`src/rtl/load_store_unit.sv`:
```
// Memory-stage load/store unit: registered loads with lane extraction and
// extension, single-cycle word stores, two-cycle read-modify-write for byte
// and halfword stores, and misalignment flagging in place of the access.
module load_store_unit #(
    parameter bit BIG_ENDIAN = 1'b1
) (
    input  logic        clk,
    input  logic        rst,
    input  logic        req_valid,
    output logic        req_ready,
    input  logic        req_write,
    input  logic [1:0]  req_size,
    input  logic        req_unsigned,
    input  logic [31:0] req_addr,
    input  logic [31:0] req_wdata,
    output logic        rsp_valid,
    output logic [31:0] rsp_rdata,
    output logic        rsp_misaligned,
    output logic [31:0] mem_addr,
    output logic [31:0] mem_data_in,
    output logic        mem_we,
    input  logic [31:0] mem_data_out
);

    localparam int unsigned XLEN  = 32;
    localparam int unsigned WIDXW = XLEN - 2;

    localparam logic [1:0] SZ_BYTE = 2'b00;
    localparam logic [1:0] SZ_HALF = 2'b01;
    localparam logic [1:0] SZ_WORD = 2'b10;

    typedef enum logic {
        IDLE  = 1'b0,
        WRITE = 1'b1
    } state_e;

    state_e            state_q;
    logic [WIDXW-1:0]  addr_q;
    logic [XLEN-1:0]   merged_q;
    logic              rsp_valid_q;
    logic [XLEN-1:0]   rsp_rdata_q;
    logic              rsp_misaligned_q;

    logic              accept;
    logic              misaligned;
    logic [1:0]        byte_lane;
    logic              half_hi;
    logic [7:0]        byte_sel;
    logic [15:0]       half_sel;
    logic [XLEN-1:0]   load_data;
    logic [XLEN-1:0]   merged_d;

    // Request decode: acceptance, alignment, lane selection and load extension
    always_comb begin
        accept     = (state_q == IDLE) & req_valid & ~rst;
        misaligned = 1'b0;
        case (req_size)
            SZ_BYTE: misaligned = 1'b0;
            SZ_HALF: misaligned = req_addr[0];
            SZ_WORD: misaligned = (req_addr[1:0] != 2'b00);
            default: misaligned = 1'b1;
        endcase

        // Big-endian lane is 3-k, which for two bits is the bitwise inverse.
        byte_lane = BIG_ENDIAN ? ~req_addr[1:0] : req_addr[1:0];
        half_hi   = BIG_ENDIAN ? ~req_addr[1] : req_addr[1];

        byte_sel = 8'h00;
        case (byte_lane)
            2'd0:    byte_sel = mem_data_out[7:0];
            2'd1:    byte_sel = mem_data_out[15:8];
            2'd2:    byte_sel = mem_data_out[23:16];
            default: byte_sel = mem_data_out[31:24];
        endcase
        half_sel = half_hi ? mem_data_out[31:16] : mem_data_out[15:0];

        load_data = '0;
        case (req_size)
            SZ_BYTE: load_data = req_unsigned ? {24'h000000, byte_sel}
                                              : {{24{byte_sel[7]}}, byte_sel};
            SZ_HALF: load_data = req_unsigned ? {16'h0000, half_sel}
                                              : {{16{half_sel[15]}}, half_sel};
            SZ_WORD: load_data = mem_data_out;
            default: load_data = '0;
        endcase
    end

    // Merge store data into the word read this cycle for the RMW write-back
    always_comb begin
        merged_d = mem_data_out;
        if (req_size == SZ_BYTE) begin
            case (byte_lane)
                2'd0:    merged_d = {mem_data_out[31:8], req_wdata[7:0]};
                2'd1:    merged_d = {mem_data_out[31:16], req_wdata[7:0], mem_data_out[7:0]};
                2'd2:    merged_d = {mem_data_out[31:24], req_wdata[7:0], mem_data_out[15:0]};
                default: merged_d = {req_wdata[7:0], mem_data_out[23:0]};
            endcase
        end else if (req_size == SZ_HALF) begin
            merged_d = half_hi ? {req_wdata[15:0], mem_data_out[15:0]}
                               : {mem_data_out[31:16], req_wdata[15:0]};
        end
    end

    // DataMemory port: request address in IDLE, latched address and merged word in WRITE
    always_comb begin
        req_ready   = (state_q == IDLE);
        mem_addr    = {2'b00, req_addr[31:2]};
        mem_data_in = req_wdata;
        mem_we      = 1'b0;
        if (state_q == WRITE) begin
            mem_addr    = {2'b00, addr_q};
            mem_data_in = merged_q;
            mem_we      = ~rst;
        end else if (accept && req_write && !misaligned && req_size == SZ_WORD) begin
            mem_we = 1'b1;
        end
    end

    // FSM, RMW latches and registered response
    always_ff @(posedge clk) begin
        if (rst) begin
            state_q          <= IDLE;
            addr_q           <= '0;
            merged_q         <= '0;
            rsp_valid_q      <= 1'b0;
            rsp_rdata_q      <= '0;
            rsp_misaligned_q <= 1'b0;
        end else begin
            rsp_valid_q      <= 1'b0;
            rsp_rdata_q      <= '0;
            rsp_misaligned_q <= 1'b0;
            case (state_q)
                IDLE: begin
                    if (accept) begin
                        if (misaligned) begin
                            rsp_valid_q      <= 1'b1;
                            rsp_misaligned_q <= 1'b1;
                        end else if (!req_write) begin
                            rsp_valid_q <= 1'b1;
                            rsp_rdata_q <= load_data;
                        end else if (req_size == SZ_WORD) begin
                            rsp_valid_q <= 1'b1;
                        end else begin
                            addr_q   <= req_addr[31:2];
                            merged_q <= merged_d;
                            state_q  <= WRITE;
                        end
                    end
                end
                WRITE: begin
                    rsp_valid_q <= 1'b1;
                    state_q     <= IDLE;
                end
                default: state_q <= IDLE;
            endcase
        end
    end

    assign rsp_valid      = rsp_valid_q;
    assign rsp_rdata      = rsp_rdata_q;
    assign rsp_misaligned = rsp_misaligned_q;

endmodule

```
`config.mk`:
```
export PLATFORM = sky130hd
export DESIGN_NAME = load_store_unit
export DESIGN_NICKNAME = d
export VERILOG_FILES = /design/src/rtl/load_store_unit.sv
export SDC_FILE = /design/constraint.sdc
export NUM_CORES = 1
export LEC_CHECK = 0
export CORE_MARGIN = 5
export CORE_UTILIZATION = 43
export DETAILED_ROUTE_END_ITERATION = 7
export GPL_TIMING_DRIVEN = 0
export PLACE_DENSITY = 0.88
export SETUP_SLACK_MARGIN = 0.4
export SYNTH_ARGS = -nofsm -noshare
export SYNTH_HDL_FRONTEND = slang
export SYNTH_SLANG_ARGS = --single-unit
```
`constraint.sdc`:
```
create_clock -name clk -period 2.2 [get_ports clk]
set_input_delay 0.22 -clock clk [delete_from_list [all_inputs] [get_ports clk]]
set_output_delay 0.22 -clock clk [all_outputs]
set_load 0.01 [all_outputs]
```
Word-level counts from Yosys, hierarchy flattened

Index checks and enable logic that the tools add are counted.

Flip-flop bits (word level): 97
Input bits: 103

Equal/unequal tests: 4
Mux-type cells: 25
Bitwise gates (word level): 8
Reductions and logical operators: 10

Operators with widths:

| cell                 | number |
|---|---|
| $mux W32             | 6 |
| $pmux W32 S3         | 2 |
| $mux W30             | 1 |
| $pmux W8 S3          | 1 |
| $mux W16             | 1 |
| $mux W1              | 11 |
| $not A1 Y1           | 5 |
| $reduce_and A5 Y1    | 1 |
| $reduce_or A5 Y1     | 1 |
| $eq A2 B1 Y1 const B | 2 |
| $eq A2 B2 Y1 const B | 2 |
| $logic_not A2 Y1     | 2 |
| $pmux W1 S2          | 2 |
| $logic_and A1 B1 Y1  | 3 |
| $pmux W1 S3          | 1 |
| $reduce_or A3 Y1     | 1 |
| $and A1 B1 Y1        | 2 |
| $not A2 Y2           | 1 |
| $reduce_bool A2 Y1   | 1 |
| $logic_not A1 Y1     | 1 |

Longest topological paths before layout

Word-level depth: 8
Mapped depth: 8
Gate-level depth less buffers: 5

Worst setup path after synthesis

No wires, ideal clock.

Path type: flip-flop to output port
Start point: reg state_q
End point: out mem_we
Arrival: 1402 ps
Path slack: 578 ps
Stages on the path, launching flop included: 5
Buffers on the path: 2
Path through: dfxtp_1 > clkbuf_1 > clkbuf_1 > inv_1 > o21ai_0

Longest elaborated chain between the ends: 8

RTL lines:

| item                              | line | RTL |
|---|---|---|
| from (decl)                       | 37   | `state_e state_q;` |
| from (signal assigned)            | 122  | `state_q <= IDLE;` |
| from (signal assigned)            | 146  | `state_q <= WRITE;` |
| from (signal assigned)            | 152  | `state_q <= IDLE;` |
| $not A1 Y1 (no source line)       | n/a  |  |
| named net req_ready               | 10   | `output logic req_ready,` |
| $and A1 B1 Y1 (2 in series)       | 55   | `accept = (state_q == IDLE) & req_valid & ~rst;` |
| $logic_and A1 B1 Y1 (3 in series) | 114  | `end else if (accept && req_write && !misaligned && req_size == SZ_WORD) begin` |
| $mux W1                           | 114  |  |
| $mux W1                           | 110  | `if (state_q == WRITE) begin` |
| to (decl)                         | 21   | `output logic mem_we,` |

The timed path passes the listed nets, and every way through them passes these cells.

Worst setup path in the final report

Start point: reg state_q
End point: out mem_data_in[8]

Longest elaborated chain between the ends: 1

RTL lines:

| item      | line | RTL |
|---|---|---|
| $mux W32  | 110  |  |
| to (decl) | 20   | `output logic [31:0] mem_data_in,` |

Every way passes these cells.

==> results.md <==
Floorplanning:
- The initial core utilization is around 44%.
- The width of the die is roughly 120 um.
- The floorplan step defined a core boundary enclosing 0.0114 mm^2.
- The floorplan step defined a die boundary enclosing roughly 0.014 mm^2.
- Measured along the y axis, the die boundary spans 117 um.
- For this design the top-level I/O count stands at around 200.
- The total number of placement rows is 39.

Synthesis:
- The share of Yosys cell area claimed by the top area cell type is between 30% and 40%.
- The compound-gate portion of the synthesized area is 22.1%.
- For this run, asynchronously set or reset flops after synthesis account for 0%.
- The most used flip-flop cell after synthesis is sky130_fd_sc_hd__dfxtp_1.
- The number of register bits inferred by synthesis is 97.
- By area the synthesized netlist is led by sky130_fd_sc_hd__dfxtp_1 (39%), sky130_fd_sc_hd__mux2_2 (15%), sky130_fd_sc_hd__nand2_1 (7.2%), sky130_fd_sc_hd__a21oi_1 (5.5%), sky130_fd_sc_hd__mux2i_1 (3.2%).
- The fraction of the yosys area taken by sequential cells is about two fifths.
- The number of warnings issued by yosys is 0.
- The library cell with the largest summed area after synthesis is sky130_fd_sc_hd__dfxtp_1.
- The synthesized netlist cell count is between 500 and 600.
- The combinational family with the most area after synthesis is compound AO/OA/AOI/OAI gates.
- In this run the cell area of the synthesized design comes to between 0.004 and 0.005 mm^2.
- Of the total synthesized cell area, the portion taken by XOR and XNOR cells is 0%.
- Yosys mapped a number of flops with a built-in enable equal to 0.
- The synthesized area divided by synthesized cell count is around 8.9 um^2.
- The post-synthesis cell type count is 47.
- The share of synthesized cell area in full adder, half adder and majority cells is 0%.
- Measured against the total synthesized area, the mux share comes to about 18%.
- The area share of and/or/nand/nor cells after synthesis is 14.7%.

Placement:
- Buffers placed on the I/O ports in this run total roughly 200.
- The global placement routability congestion is slightly above 0.9.
- Once placement finished, the instance area stood at between 0.007 and 0.008 mm^2.
- The HPWL after detailed placement is 14200 um.
- The worst setup slack before clock tree synthesis is -679 ps.
- The post-placement cell count is roughly 900.

Worst setup path:
- The setup slack of the worst register-to-register path is 460 ps.
- The maximum fanout count along the critical path is 9.
- The worst flop-to-flop path startpoint is state_q.
- STA puts the critical path data required time at just under 2000 ps.
- The endpoint kind of the worst setup timing path is a primary output.
- The critical path is of the reg -> out type.
- The worst register-to-register path ends at addr_q[24].
- STA classifies the critical path startpoint as a flop.
- The data arrival time of the critical path is roughly 1700 ps.
- The number of cells on the worst reg-to-reg path is 8.

Global route:
- The initial antenna violation count is 0.
- The via count of the first global-routing pass was approximately 5300.
- Entering global routing, the biggest net connects 18 pins.
- The total track usage is roughly a quarter.
- The overall overflow remaining after global route is 0.
- The global-route wire length before repair is slightly below 30000 um.

Worst hold path:
- The classification of the worst-slack hold path is in -> reg.
- In this run the most critical hold path is launched from req_size[0].
- The worst hold path was traced through 5 stages.
- The worst-case hold path end point is rsp_valid.

Clock tree:
- The post-cts hold buffer count is 0.
- The CTS buffer count is 9.
- Clock tree synthesis selected as its root buffer the cell sky130_fd_sc_hd__clkbuf_16.
- The tree built by TritonCTS fans out to 97 sinks.
- The buffer depth of the longest clock path is 2.
- At the later pin of the worst-skew pair, clock insertion delay measures about 350 ps.
- In this run the number of H-tree levels came out at 3.
- Clock-pin slew was measured on the worst setup and hold paths at 80 ps.
- The CTS tree is built.

STA:
- Setup repair after global routing could not meet its margin everywhere.
- In the finished design, the share of the clock period the worst path needs comes to between 80% and 90%.
- The worst-case headroom to the max-slew limit is a little under 60%.
- The minimum period implied by the final worst setup slack is around 1900 ps.
- The number of setup violations in the final report is 0.
- The clock skew after layout is about 10 ps.
- Across all setup checks in the final design, the least slack found is between 300 and 400 ps.
- The final hold violation count is 0.
- Derived from the worst setup path, the maximum achievable clock frequency is around 530 MHz.
- For the pin with the worst max-slew slack, the measured transition is slightly above 600 ps.
- The count of pins over their slew limit is 0.

Outcome:
- The flow ran to the end, and the final reports show no timing, DRC or antenna violations.

Detailed routing:
- After detailed routing, the average wire length per cell comes to 20.2 um.
- In the routed layout, each cell is associated on average with a via count of between 5 and 6.
- For this run, the detailed router's first-pass iteration total came to 8.
- The remaining design rule violation count is 0.
- Summed over all layers, the routed wires come to between 15000 and 20000 um.
- The first routing iteration left 568 violations.
- In this run the remaining antenna-violating nets after routing total 0.
- The detailed-route via count is 5228.

Cells and area:
- In the layout the commonest cells are sky130_fd_sc_hd__clkdlybuf4s50_1 (132), sky130_fd_sc_hd__dfxtp_1 (96), sky130_fd_sc_hd__nand2_1 (95).
- With fillers left out, the area of the finished cells amounts to ~0.0075 mm^2.
- The final design utilization is about two thirds.
- Leaving out fill and tap cells, the most frequent cell in the layout is sky130_fd_sc_hd__clkdlybuf4s50_1.
- The area growth from synthesis to layout is 51.1%.
- The share of cells above drive strength 1 is 27.2%.
- After the last flow step, the layout net total stands at between 800 and 900.
- The number of diodes added for antenna fixing is 0.
- The filler cells instantiated in the layout total just over 900.
- The count of cells in the finished layout, fillers not included, comes to 931.

Run:
- The tool flagged a number of max-cap violations equal to 0.

Power:
- For this design the ratio of total power to cell area is between 500 and 600 mW/mm^2.
- The analysis attributes to cell leakage a power of 2.77 nW.
- VDD sags by at most approximately 0.00046 V.
-- cell usage after synthesis (3+ instances only) --
library cell,instances
sky130_fd_sc_hd__a211oi_1,17
sky130_fd_sc_hd__a21oi_1,55
sky130_fd_sc_hd__a21oi_2,9
sky130_fd_sc_hd__a222oi_1,8
sky130_fd_sc_hd__a22oi_1,15
sky130_fd_sc_hd__a311oi_1,15
sky130_fd_sc_hd__buf_2,23
sky130_fd_sc_hd__buf_4,6
sky130_fd_sc_hd__buf_6,3
sky130_fd_sc_hd__clkbuf_1,20
sky130_fd_sc_hd__dfxtp_1,97
sky130_fd_sc_hd__mux2_2,66
sky130_fd_sc_hd__mux2i_1,16
sky130_fd_sc_hd__nand2_1,95
sky130_fd_sc_hd__nor2_1,38
sky130_fd_sc_hd__nor2b_1,3
sky130_fd_sc_hd__nor3_1,3
sky130_fd_sc_hd__nor3b_1,9
sky130_fd_sc_hd__o21ai_0,15
sky130_fd_sc_hd__o22ai_1,7
sky130_fd_sc_hd__o2bb2ai_1,7
-- sequential cells by signal, indices dropped and copies added (netlist names) --
name            count
merged_q           32
rsp_rdata          32
addr_q             30
rsp_misaligned      1
rsp_valid           1
state_q             1
-- how the worst max path moves through the flow --
stage	cells past startpoint	end	startpoint	slack, ps
after detailed placement	7	mem_we	req_size[1]	-680
after global routing	5	mem_data_in[8]	state_q	300
after global placement	7	mem_we	req_size[1]	-670
final	5	mem_data_in[8]	state_q	320
after floorplan	4	mem_we	state_q	580
after CTS	4	mem_addr[7]	state_q	310
-- critical path: stages, from the launching register on --
cell and delay [ps]:
sky130_fd_sc_hd__dfxtp_4 400, sky130_fd_sc_hd__clkbuf_16 170, sky130_fd_sc_hd__buf_12 130, sky130_fd_sc_hd__buf_4 120, sky130_fd_sc_hd__mux2_2 340, sky130_fd_sc_hd__buf_2 150
-- cell families (layout without fill, tap and decap cells) --
group / after synthesis / in the layout
other: 1 / 2
AND/OR/NAND/NOR: 164 / 164
AO/OA/AOI/OAI: 158 / 158
multiplexers: 82 / 82
buffers and inverters: 56 / 285
flip-flops: 97 / 97
-- routing by layer --
metal	GRT usage [%]	up-vias	routed length (um)
met5	0	-	0
met4	9.28	0	582
met3	7.03	45	1620
met2	43.7	288	9040
met1	30.8	2421	7590
li1	-	2474	-
-- metrics by stage --
step / hold WS, ps / TNS (ps) / power (W)
CTS: 371 / 0 / 0.00429
floorplan: 356 / 0 / 0.00223
global placement: 439 / -1120 / 0.00271
detailed placement: 444 / -1770 / 0.00272
finish: 379 / 0 / 0.00429
global route: 405 / 0 / 0.00444
-- power breakdown --
part | internal [W] | total, W | switching [W]
combinational | 0.000434 | 0.000856 | 0.000422
clock | 0.000892 | 0.00162 | 0.000729
sequential | 0.00179 | 0.00181 | 0.0000181
-- cell type report --
cell class                 count  area [um^2]  area share, %
timing repair buffer         213         1870           24.9
sequential                    97         1950           26.0
clock buffer                   9          225           3.01
inverter                       3         11.3          0.150
buffer                        53          424           5.66
tap                          143          179           2.39
multi-input combinational    406         2760           36.9
clock inverter                 7         80.1           1.07
-- what timing repair did --
action                                  CTS  global route
hold endpoints to repair                  0             0
cloned                                    0             3
endpoints found under the setup margin  129           107
buffers inserted                          8             3
gates resized for setup                 193            86
pin swaps                                 1             3
Power figures use the tool's default switching activity.
